$ cat config.mk
export PLATFORM = sky130hd
export DESIGN_NAME = aska_spi_master
export DESIGN_NICKNAME = d
export VERILOG_FILES = /design/src/rtl/aska_spi_master.sv
export SDC_FILE = /design/constraint.sdc
export NUM_CORES = 1
export LEC_CHECK = 0
export ABC_AREA = 1
export CAP_MARGIN = 0
export CELL_PAD_IN_SITES_DETAIL_PLACEMENT = 1
export CELL_PAD_IN_SITES_GLOBAL_PLACEMENT = 2
export CORE_MARGIN = 3
export CORE_UTILIZATION = 33
export CTS_BUF_LIST = sky130_fd_sc_hd__clkbuf_8
export DETAILED_ROUTE_END_ITERATION = 12
export PLACE_DENSITY = 0.92
export SLEW_MARGIN = 20
export SYNTH_ARGS = -nofsm -noshare
export SYNTH_HDL_FRONTEND = slang
export SYNTH_SLANG_ARGS = --single-unit
export TNS_END_PERCENT = 20
$ cat constraint.sdc
create_clock -name clk -period 4.3 [get_ports clk]
set_clock_uncertainty 0.05 [all_clocks]
set_input_delay 0.86 -clock clk [delete_from_list [all_inputs] [get_ports clk]]
set_output_delay 0.86 -clock clk [all_outputs]
set_load 0.02 [all_outputs]
$ cat src/rtl/aska_spi_master.sv
// SPI master that ships one 40-bit frame {6'b0, addr, data} per start request.
// SPI mode 0, MSB first, with SPI_Clk half-period set by CLK_DIV clk cycles.
module aska_spi_master #(
    parameter int CLK_DIV = 4
) (
    input  logic        clk,
    input  logic        reset,
    input  logic        start,
    input  logic [1:0]  addr,
    input  logic [31:0] data,
    output logic        busy,
    output logic        done,
    output logic        SPI_CS,
    output logic        SPI_Clk,
    output logic        SPI_MOSI
);

    typedef enum logic [2:0] {IDLE, SETUP, SHIFT, HOLD, GAP} state_t;

    localparam logic [7:0] DIV_LAST = 8'(CLK_DIV - 1);
    localparam logic [5:0] LAST_BIT = 6'd39;

    state_t      state_q, state_d;
    logic [7:0]  div_q, div_d;
    logic [5:0]  bit_q, bit_d;
    logic [39:0] frame_q, frame_d;
    logic        cs_q, cs_d;
    logic        sclk_q, sclk_d;
    logic        mosi_q, mosi_d;
    logic        busy_q, busy_d;
    logic        done_q, done_d;
    logic [39:0] new_frame;

    assign new_frame = {6'b000000, addr, data};

    always_comb begin
        state_d = state_q;
        div_d   = div_q;
        bit_d   = bit_q;
        frame_d = frame_q;
        cs_d    = cs_q;
        sclk_d  = sclk_q;
        mosi_d  = mosi_q;
        busy_d  = busy_q;
        done_d  = 1'b0;

        case (state_q)
            IDLE: begin
                // A start coinciding with the done pulse is dropped on purpose.
                if (start && !done_q) begin
                    state_d = SETUP;
                    frame_d = new_frame;
                    div_d   = DIV_LAST;
                    bit_d   = 6'd0;
                    cs_d    = 1'b0;
                    sclk_d  = 1'b0;
                    mosi_d  = new_frame[39];
                    busy_d  = 1'b1;
                end
            end
            SETUP: begin
                if (div_q == 8'd0) begin
                    state_d = SHIFT;
                    div_d   = DIV_LAST;
                    sclk_d  = 1'b1;
                end else begin
                    div_d = div_q - 8'd1;
                end
            end
            SHIFT: begin
                if (div_q != 8'd0) begin
                    div_d = div_q - 8'd1;
                end else begin
                    div_d = DIV_LAST;
                    if (sclk_q) begin
                        // Next bit goes out together with the falling edge.
                        sclk_d = 1'b0;
                        if (bit_q != LAST_BIT) begin
                            mosi_d = frame_q[6'd38 - bit_q];
                        end
                    end else if (bit_q == LAST_BIT) begin
                        state_d = HOLD;
                    end else begin
                        bit_d  = bit_q + 6'd1;
                        sclk_d = 1'b1;
                    end
                end
            end
            HOLD: begin
                if (div_q == 8'd0) begin
                    state_d = GAP;
                    div_d   = DIV_LAST;
                    cs_d    = 1'b1;
                    mosi_d  = 1'b0;
                end else begin
                    div_d = div_q - 8'd1;
                end
            end
            GAP: begin
                if (div_q == 8'd0) begin
                    state_d = IDLE;
                    div_d   = 8'd0;
                    busy_d  = 1'b0;
                    done_d  = 1'b1;
                end else begin
                    div_d = div_q - 8'd1;
                end
            end
            default: begin
                state_d = IDLE;
            end
        endcase
    end

    always_ff @(posedge clk) begin
        if (reset) begin
            state_q <= IDLE;
            div_q   <= 8'd0;
            bit_q   <= 6'd0;
            frame_q <= 40'd0;
            cs_q    <= 1'b1;
            sclk_q  <= 1'b0;
            mosi_q  <= 1'b0;
            busy_q  <= 1'b0;
            done_q  <= 1'b0;
        end else begin
            state_q <= state_d;
            div_q   <= div_d;
            bit_q   <= bit_d;
            frame_q <= frame_d;
            cs_q    <= cs_d;
            sclk_q  <= sclk_d;
            mosi_q  <= mosi_d;
            busy_q  <= busy_d;
            done_q  <= done_d;
        end
    end

    assign busy     = busy_q;
    assign done     = done_q;
    assign SPI_CS   = cs_q;
    assign SPI_Clk  = sclk_q;
    assign SPI_MOSI = mosi_q;

endmodule

==> run_results.csv, run 1 <==
group,metric,value,unit
drt,antenna_left,0,
timing,drv_slew,0,
timing,max_freq,389.7,MHz
global_routing,grt_pass1_vias,2766,
drt,vias,2688,
synth,synth_most_common_cell,"nor2_1",
clock_tree,path_clk_slew,0.10,ns
setup_path,crit_family,"buffers and inverters",
floorplan,rows,32,
setup_path,r2r_start,"bit_q[0]",
setup_path,cp-start-kind,"input port",
flow_run,maxCapViolations,0,
power_and_ir_drop,powerDensity,740.1,nW/um^2
timing,setup_viol,0,
setup_path,worst-setup-path-type,"in -> reg",
clock_tree,cts_setup_buffers,0,
placed_design,hpwl,5478,um
setup_path,slowest_stage,"clkdlybuf4s50_1",
global_routing,overflow,0,
placed_design,io_buffers,41,
setup_path,crit_fanout,21,
synth,synthFlopType,"dfxtp_1",
clock_tree,clock_path_buffers,2,
drt,drc_errors,0,
floorplan,die_h,97.91,um
global_routing,grt_pass1_wl,12810,um
clock_tree,cts_resized,0,
synth,ys_async_sr_fraction,0,
setup_path,critPathCaptureType,"flop",
timing,relSlewSlack,0.3252,
timing,worst_pin_slew,1.011,ns
floorplan,core,7968,um^2
synth,synth_nets,447,
placed_design,place_congestion,0.8345,
synth,yosysTopAreaCell,"dfxtp_1",
synth,synth_area_per_cell,6.833,um^2
timing,finalSetupTns,0,ns
timing,finalHoldViolations,0,
synth,synth_top_area_share,0.4022,
timing,period_minus_slack,2.566,ns
layout,nNetsFinal,481,
global_routing,grt_max_degree,39,
layout,drive_gt1_frac,0.07223,
global_routing,track_usage,0.1609,
floorplan,die_w,97.91,um
run_status,outcome,"finished clean",
clock_tree,postCtsHoldBufs,0,
setup_path,reg2reg_slack,1.90,ns
clock_tree,cts-buffers-inserted,5,
setup_path,worstSetupStartpoint,"reset",
setup_path,slowest_delay,0.68,ns
drt,routed_via_density,4.932,
drt,wl_per_cell,13.50,um
setup_path,crit_arrival,2.76,ns
synth,synth_top_cells_by_area,"dfxtp_1 (40%), nor2_1 (13%), nand2_1 (8.9%)",
setup_path,critical_path_required,4.49,ns
synth,synth_warnings,0,
setup_path,path_buf_inv,3,
floorplan,die_area,9586,um^2
timing,rsz0062_at_grt,"no",
synth,synth_cells,408,
setup_path,cp.depth,5,
setup_path,cp_cell_sequence,"clkdlybuf4s50_1, inv_1, buf_4, nand2_1, nor3b_1",
synth,synthTopCellsByCount,"nor2_1 (96), nand2_1 (66), dfxtp_1 (56)",
power_and_ir_drop,p_leak,1.392,nW
layout,syn_to_final_growth,20.11,%
setup_path,rr_endpoint,"SPI_MOSI",
synth,synth_seq_area_share,0.4022,
clock_tree,cts_tree,"yes",
min_path,min_path_type,"reg -> reg",
layout,utilization,0.4202,
clock_tree,htree_levels,2,
layout,fill_cells,1009,
setup_path,reg2reg_depth,12,
synth,synth_edf_count,0,
clock_tree,cts_sinks,56,
clock_tree,worstSkewPairLatency,0.31,ns
floorplan,start_util,0.3499,
clock_tree,cts_root_buf,"clkbuf_8",
setup_path,setup.worst_path.end,"bit_q[5]",
floorplan,num_io_pins,42,
layout,antenna_cells,0,
power_and_ir_drop,ir_worst_vdd,0.2083,mV
synth,ys_ff_latch,56,
drt,drt_first_iter_violations,92,
global_routing,antenna_found_initial,0,
timing,period_share,0.5967,
drt,drt-total-wl,7359,um
synth,synth_area,2788,um^2
synth,netlist-cell-type-count,36,
drt,firstDrtPassIters,4,
## power breakdown
part | switching (W) | total, W | internal, W | leakage, nW
registers | 0.000120 | 0.000840 | 0.000719 | 0.463
logic | 0.000877 | 0.00134 | 0.000466 | 0.876
clock network | 0.000168 | 0.000295 | 0.000127 | 0.0538
total | 0.00117 | 0.00248 | 0.00131 | 1.39
## registers in the layout (all words and copies together), names as in the netlist
name and count:
SPI_CS 1, busy 1, SPI_MOSI 1, done 1, div_q 8, frame_q 34, SPI_Clk 1, bit_q 6
state_q 3
## cells by family (layout without fill, tap and decap cells)
group / after synthesis / after routing / share of synthesized area
and+or+nand+nor: 224 / 224 / 0.3532
AOI/OAI and AO/OA: 71 / 71 / 0.1441
xor gates and xnor gates: 4 / 4 / 0.01257
buffers and inverters: 51 / 86 / 0.07899
DFF: 56 / 56 / 0.4022
adders and majority gates: 2 / 2 / 0.008975
## layout make-up
cell class                      count  area [um^2]  area share
Multi-Input combinational cell    301         1446      0.4320
Sequential cell                    56         1121      0.3348
Timing Repair Buffer               44        432.9      0.1293
Inverter                           34        130.1     0.03886
Tap cell                          102        127.6     0.03812
Clock buffer                        6        82.58     0.02466
Clock inverter                      2        7.507    0.002242
## layout by cell type (no fill, tap or decap), types with 6 or more instances in the layout
cell | Yosys | final
inv_1 | 29 | 31
nor2_1 | 96 | 96
clkdlybuf4s50_1 | 0 | 41
clkbuf_8 | 0 | 6
a21oi_1 | 13 | 13
nand3_1 | 38 | 38
nand2_1 | 66 | 66
o21ai_0 | 44 | 44
dfxtp_1 | 56 | 56
## tightest hold or removal path, stage by stage, from the launching register on
cell	delay, ns
dfxtp_1	0.31
inv_1	0.06
a21oi_1	0.05
## per-stage QoR
step	worst slack, ns	instance area (um^2)	total power [W]	hold slack [ns]	std cells
after floorplan	2.374	2788	0.001893	0.3793	408
after global placement	1.403	3258	0.002165	0.3912	537
after detailed placement	1.347	3258	0.002208	0.4017	537
after CTS	1.678	3348	0.002516	0.4178	545
after global routing	1.494	3348	0.002742	0.4455	545
final	1.734	3348	0.002478	0.4126	545
## how the worst min path moves through the flow
stage	depth (start not counted)	startpoint	end	slack (ns)
3_5_place_dp	2	frame_q[33]	frame_q[33]	0.40
6_report	2	frame_q[33]	frame_q[33]	0.41
2_1_floorplan	2	frame_q[33]	frame_q[33]	0.38
5_1_grt	2	frame_q[33]	frame_q[33]	0.45
3_3_place_gp	2	frame_q[33]	frame_q[33]	0.39
4_1_cts	2	frame_q[33]	frame_q[33]	0.42
## per-layer routing
layer	GRT usage	wire, um	vias up
met5	0	0	-
met2	0.2770	3537	31
met3	0.02786	172	6
li1	-	-	1383
met1	0.2039	3555	1268
met4	0.05218	94	0
Power figures use the tool's default switching activity.
==> inputs of run 2 (changes only) <==
- CORE_UTILIZATION: 33 -> 28
- PLACE_DENSITY: 0.92 -> 0.83
- clock period: 4.3 -> 2.3 ns (I/O delays scaled with it)
==> run 2 against run 1 <==
Effect of this change:
- non-clock buffer count increased by 7
- first-iteration DRC count is 17% lower
- combinational power grew 91%
- largest power group unchanged
- design area grew 4.6%
- hold slack better by 0.0057 ns
- final cell count rose by 6.2%
- largest cell class unchanged
- via count increased by 0.82%
- register-to-register slack worse by 1.6 ns
- power rose by 100%
==> run_results.csv, run 2 (synthesis results as in run 1) <==
group,metric,value,unit
placed_design,hpwl,5797,um
clock_tree,cts_sinks,56,
layout,largest_reg_flops,34,
drt,antenna_left,0,
setup_path,slowest_stage,"dfxtp_1",
layout,antenna_cells,0,
floorplan,num_io_pins,42,
layout,layout_common_cells,"nor2_1 (96), nand2_1 (66), dfxtp_1 (56)",
drt,drt-total-wl,7497,um
min_path,min_path_type,"reg -> reg",
timing,rsz0062_at_grt,"no",
global_routing,grt_pass1_wl,12630,um
timing,relSlewSlack,0.7567,
drt,drt_first_iter_violations,76,
global_routing,antenna_found_initial,0,
clock_tree,path_clk_slew,0.10,ns
clock_tree,cts_resized,0,
drt,wl_per_cell,12.95,um
layout,regMostFlops,"frame_q",
drt,drc_errors,0,
power_and_ir_drop,powerDensity,1432,nW/um^2
clock_tree,clock_path_buffers,2,
setup_path,crit_path_frequent_cell,"nand2_1",
layout,seqCellArea,1121,um^2
clock_tree,cts_root_buf,"clkbuf_8",
timing,period_minus_slack,1.968,ns
run_status,outcome,"finished clean",
global_routing,track_usage,0.1364,
clock_tree,postCtsHoldBufs,0,
global_routing,overflow,0,
timing,hold_ws,0.4183,ns
layout,fill_cells,1240,
floorplan,die_area,11190,um^2
clock_tree,cts-buffers-inserted,5,
timing,period_share,0.8556,
global_routing,grt_max_degree,20,
layout,syn_to_final_growth,25.67,%
timing,worst_pin_slew,0.3645,ns
timing,drv_slew,0,
floorplan,core,9459,um^2
layout,nNetsFinal,488,
setup_path,worst-setup-path-type,"reg -> reg",
setup_path,critPathCaptureType,"flop",
timing,finalSetupTns,0,ns
drt,vias,2710,
layout,multi_input_area,1446,um^2
layout,drive_gt1_frac,0.09111,
timing,setup_viol,0,
power_and_ir_drop,ir_worst_vdd,0.3950,mV
drt,firstDrtPassIters,4,
global_routing,grt_pass1_vias,2726,
clock_tree,htree_levels,2,
floorplan,die_h,105.8,um
setup_path,cp_cell_sequence,"ha_1, nand2_1, inv_1, nor2_2, inv_1, nor2_1, nand3_1, nand2_1, nand2_1, nor2_1, nand2_1, a21oi_1",
setup_path,cp-start-kind,"flop",
clock_tree,cts_setup_buffers,0,
timing,max_freq,508.1,MHz
layout,final_common_cell,"nor2_1",
setup_path,slowest_delay,0.38,ns
layout,top_regs,"frame_q: 34 flops, div_q: 8 flops, bit_q: 6 flops",
setup_path,crit_arrival,2.16,ns
placed_design,io_buffers,41,
power_and_ir_drop,p_leak,1.451,nW
setup_path,crit_fanout,6,
clock_tree,worstSkewPairLatency,0.30,ns
timing,finalHoldViolations,0,
placed_design,place_congestion,0.8598,
floorplan,rows,35,
floorplan,start_util,0.2947,
setup_path,critical_path_required,2.49,ns
floorplan,die_w,105.8,um
layout,utilization,0.3704,
drt,routed_via_density,4.680,
clock_tree,cts_tree,"yes",
flow_run,maxCapViolations,0,
## run 2: cell types whose count changed in the layout (fill, tap and decap cells not counted), sizes merged
cell / delta
inv: -2
bufinv: +3
clkbuf: -1
buf: +7
## run 2: per-stage QoR
| stage | power (W) | worst slack (ns) | std cells | instance area, um^2 |
|---|---|---|---|---|
| after CTS | 0.005087 | 0.3439 | 579 | 3503 |
| after detailed placement | 0.004196 | 0.1406 | 571 | 3344 |
| after global placement | 0.004143 | 0.1494 | 571 | 3344 |
| final | 0.005017 | 0.3320 | 579 | 3503 |
| after floorplan | 0.003539 | 0.6615 | 408 | 2788 |
| after global routing | 0.005502 | 0.1148 | 579 | 3503 |
## run 2: cell type report
cell class	instances	share of cell area
multi-input combinational	301	0.4129
sequential	56	0.3200
inverter	34	0.03714
clock inverter	3	0.02571
clock buffer	5	0.01964
timing repair buffer	51	0.1386
tap	129	0.04607
## run 2: worst max-delay path, delay by kind of cell, from the launching register on
| kind | cells | cell delay, ns |
|---|---|---|
| AND/OR/NAND/NOR | 8 | 0.85 |
| flip-flops | 1 | 0.38 |
| buffers and inverters | 2 | 0.27 |
| adder cells (fa/ha/maj) | 1 | 0.23 |
| AO/OA/AOI/OAI | 1 | 0.10 |
## run 2: worst paths after layout
path                                   from     endpoint  slack [ns]  cells past startpoint
worst max-delay path               bit_q[0]     SPI_MOSI        0.33                     12
worst min-delay path            frame_q[33]  frame_q[33]        0.42                      2
worst max register to register     bit_q[0]     SPI_MOSI        0.33                     12
worst min register to register  frame_q[33]  frame_q[33]        0.42                      2
## run 2: routing by layer
metal  part of all wire  GRT usage  wire [um]  vias up
met3              0.022    0.01898        163        2
met4             0.0048    0.02498         36        0
met5                  0          0          0        -
met1               0.50     0.1804       3715     1280
met2               0.48     0.2382       3582       26
li1                   -          -          -     1402
## run 2: power breakdown
part	internal, W	switching (W)	total (W)
Sequential	0.00134	0.000235	0.00158
Clock	0.000544	0.000333	0.000877
Combinational	0.000924	0.00164	0.00256
==> inputs of run 3 (changes only) <==
- CORE_MARGIN: 3 -> not set
- CTS_CLUSTER_DIAMETER: not set -> 150
==> run 3 against run 2 <==
Effect of this change:
- critical endpoint unchanged
- largest cell class unchanged
- wire length is 2.3% lower
- global-route usage is 1.8 points higher
- worst setup slack worse by 0.014 ns
- hold slack better by 0.0091 ns
- combinational power is 2% higher
==> run_results.csv, run 3 (synthesis results as in run 1) <==
group,metric,value,unit
placed_design,place_congestion,0.8119,
global_routing,overflow,0,
floorplan,die_h,101.8,um
floorplan,core,9729,um^2
floorplan,rows,36,
setup_path,cp-start-kind,"flop",
global_routing,grt_pass1_vias,2744,
setup_path,crit_path_frequent_cell,"nand3_1",
floorplan,die_w,101.8,um
placed_design,place_ws,0.1440,ns
clock_tree,cts_tree,"yes",
power_and_ir_drop,ir_worst_vdd,0.4199,mV
min_path,worstHoldPathCells,2,
placed_design,place_area,3367,um^2
clock_tree,worstSkewPairLatency,0.31,ns
layout,largest_reg_flops,34,
floorplan,die_area,10360,um^2
power_and_ir_drop,switching_share,0.4533,
layout,final_common_cell,"nor2_1",
layout,layout_common_cells,"nor2_1 (96), nand2_1 (66), dfxtp_1 (56)",
layout,drive_gt1_frac,0.08909,
setup_path,crit_arrival,2.14,ns
global_routing,grt_max_degree,34,
power_and_ir_drop,p_leak,1.439,nW
global_routing,antenna_found_initial,0,
drt,vias,2711,
drt,wl_per_cell,12.58,um
timing,max_freq,504.6,MHz
setup_path,critPathCaptureType,"flop",
placed_design,hpwl,5636,um
clock_tree,htree_levels,2,
clock_tree,postCtsHoldBufs,0,
drt,drt-total-wl,7321,um
timing,worst_pin_slew,0.3504,ns
flow_run,maxCapViolations,0,
timing,period_share,0.8617,
global_routing,track_usage,0.1541,
min_path,hp-start,"frame_q[33]",
setup_path,rr_endpoint,"SPI_MOSI",
layout,fin_cells,582,
setup_path,worst-setup-path-type,"reg -> reg",
clock_tree,cts-buffers-inserted,5,
setup_path,critical_path_required,2.46,ns
layout,nNetsFinal,487,
setup_path,worstSetupStartpoint,"bit_q[0]",
timing,finalHoldViolations,0,
clock_tree,cts_resized,0,
setup_path,cp_cell_sequence,"buf_4, inv_2, o21ai_0, nand2_1, inv_1, nand3_1, nand3_1, nand3_1, nand2_1, a21oi_1",
layout,syn_to_final_growth,25.13,%
setup_path,reg2reg_depth,10,
placed_design,io_buffers,41,
power_and_ir_drop,power.switching,0.002212,W
timing,drv_slew,0,
drt,antenna_left,0,
timing,relSlewSlack,0.7661,
setup_path,crit_family,"simple AND/OR/NAND/NOR gates",
timing,setup_viol,0,
timing,finalSetupTns,0,ns
placed_design,place_inst,574,
layout,fin_area,3488,um^2
min_path,worstHoldEndpoint,"frame_q[33]",
drt,drc_errors,0,
clock_tree,cts_root_buf,"clkbuf_8",
setup_path,crit_fanout,19,
floorplan,num_io_pins,42,
timing,period_minus_slack,1.982,ns
setup_path,r2r_start,"bit_q[0]",
layout,antenna_cells,0,
power_and_ir_drop,p_clk_frac,0.140,
global_routing,grt_pass1_wl,12650,um
setup_path,slowest_delay,0.39,ns
layout,regMostFlops,"frame_q",
power_and_ir_drop,pwr-share-comb,0.537,
layout,top_regs,"frame_q: 34 flops, div_q: 8 flops, bit_q: 6 flops",
clock_tree,path_clk_slew,0.10,ns
timing,rsz0062_at_grt,"no",
power_and_ir_drop,powerDensity,1399,nW/um^2
setup_path,path_buf_inv,3,
drt,routed_via_density,4.658,
setup_path,slowest_stage,"dfxtp_1",
timing,finalWorstSetupSlack,0.3181,ns
floorplan,start_util,0.2865,
clock_tree,cts_setup_buffers,0,
power_and_ir_drop,pwr-share-seq,0.323,
setup_path,reg2reg_slack,0.32,ns
clock_tree,clock_path_buffers,2,
min_path,min_path_type,"reg -> reg",
drt,drt_first_iter_violations,92,
clock_tree,cts_sinks,56,
power_and_ir_drop,power,0.004880,W
run_status,outcome,"finished clean",
drt,firstDrtPassIters,4,
power_and_ir_drop,internal_power,0.002667,W
-- run 3: changes by cell type in the layout (fill, tap and decap cells not counted) --
cell,change
buf_12,+2
buf_4,-3
bufinv_16,-2
clkbuf_8,+1
clkinv_4,+1
-- run 3: per-layer routing --
metal	part of all wire	global-route usage	vias up
met2	0.50	0.2770	31
met4	0.010	0.04348	0
met5	0	0	-
met3	0.022	0.01932	6
li1	-	-	1399
met1	0.47	0.1921	1275
-- run 3: per-stage QoR --
step             util  hold slack (ns)
2_1_floorplan       -           0.3793
3_3_place_gp   0.3461           0.4064
3_5_place_dp   0.3461           0.4232
4_1_cts        0.3585           0.4386
5_1_grt        0.3585           0.4457
6_report       0.3585           0.4274
-- run 3: worst max-delay path by stage --
stage,end,cells after the start
global route,SPI_MOSI,10
CTS,SPI_MOSI,10
finish,SPI_MOSI,10
detailed placement,div_q[4],9
floorplan,SPI_MOSI,12
global placement,div_q[4],9
-- run 3: area by class of cell --
type | instances | area, um^2
fillers | 1269 | 6241
multi-input cells | 301 | 1446
flip-flops and latches | 56 | 1121
repair buffers | 50 | 503.0
well taps | 133 | 166.4
inverters | 34 | 130.1
clock buffers | 6 | 82.58
clock inverters | 2 | 38.79
-- run 3: power groups by stage --
stage	clock network, W	logic, W	registers (W)
after floorplan	0	0.00197	0.00157
after global placement	0	0.00259	0.00159
after detailed placement	0	0.00267	0.00161
after CTS	0.000711	0.00268	0.00158
after global routing	0.000752	0.00298	0.00163
final	0.000685	0.00262	0.00158
-- run 3: tightest hold or removal path: cells and delay by family, from the launching register on --
| family | cells | cell delay [ns] |
|---|---|---|
| buf+inv | 1 | 0.07 |
| compound gates | 1 | 0.06 |
| flops | 1 | 0.31 |
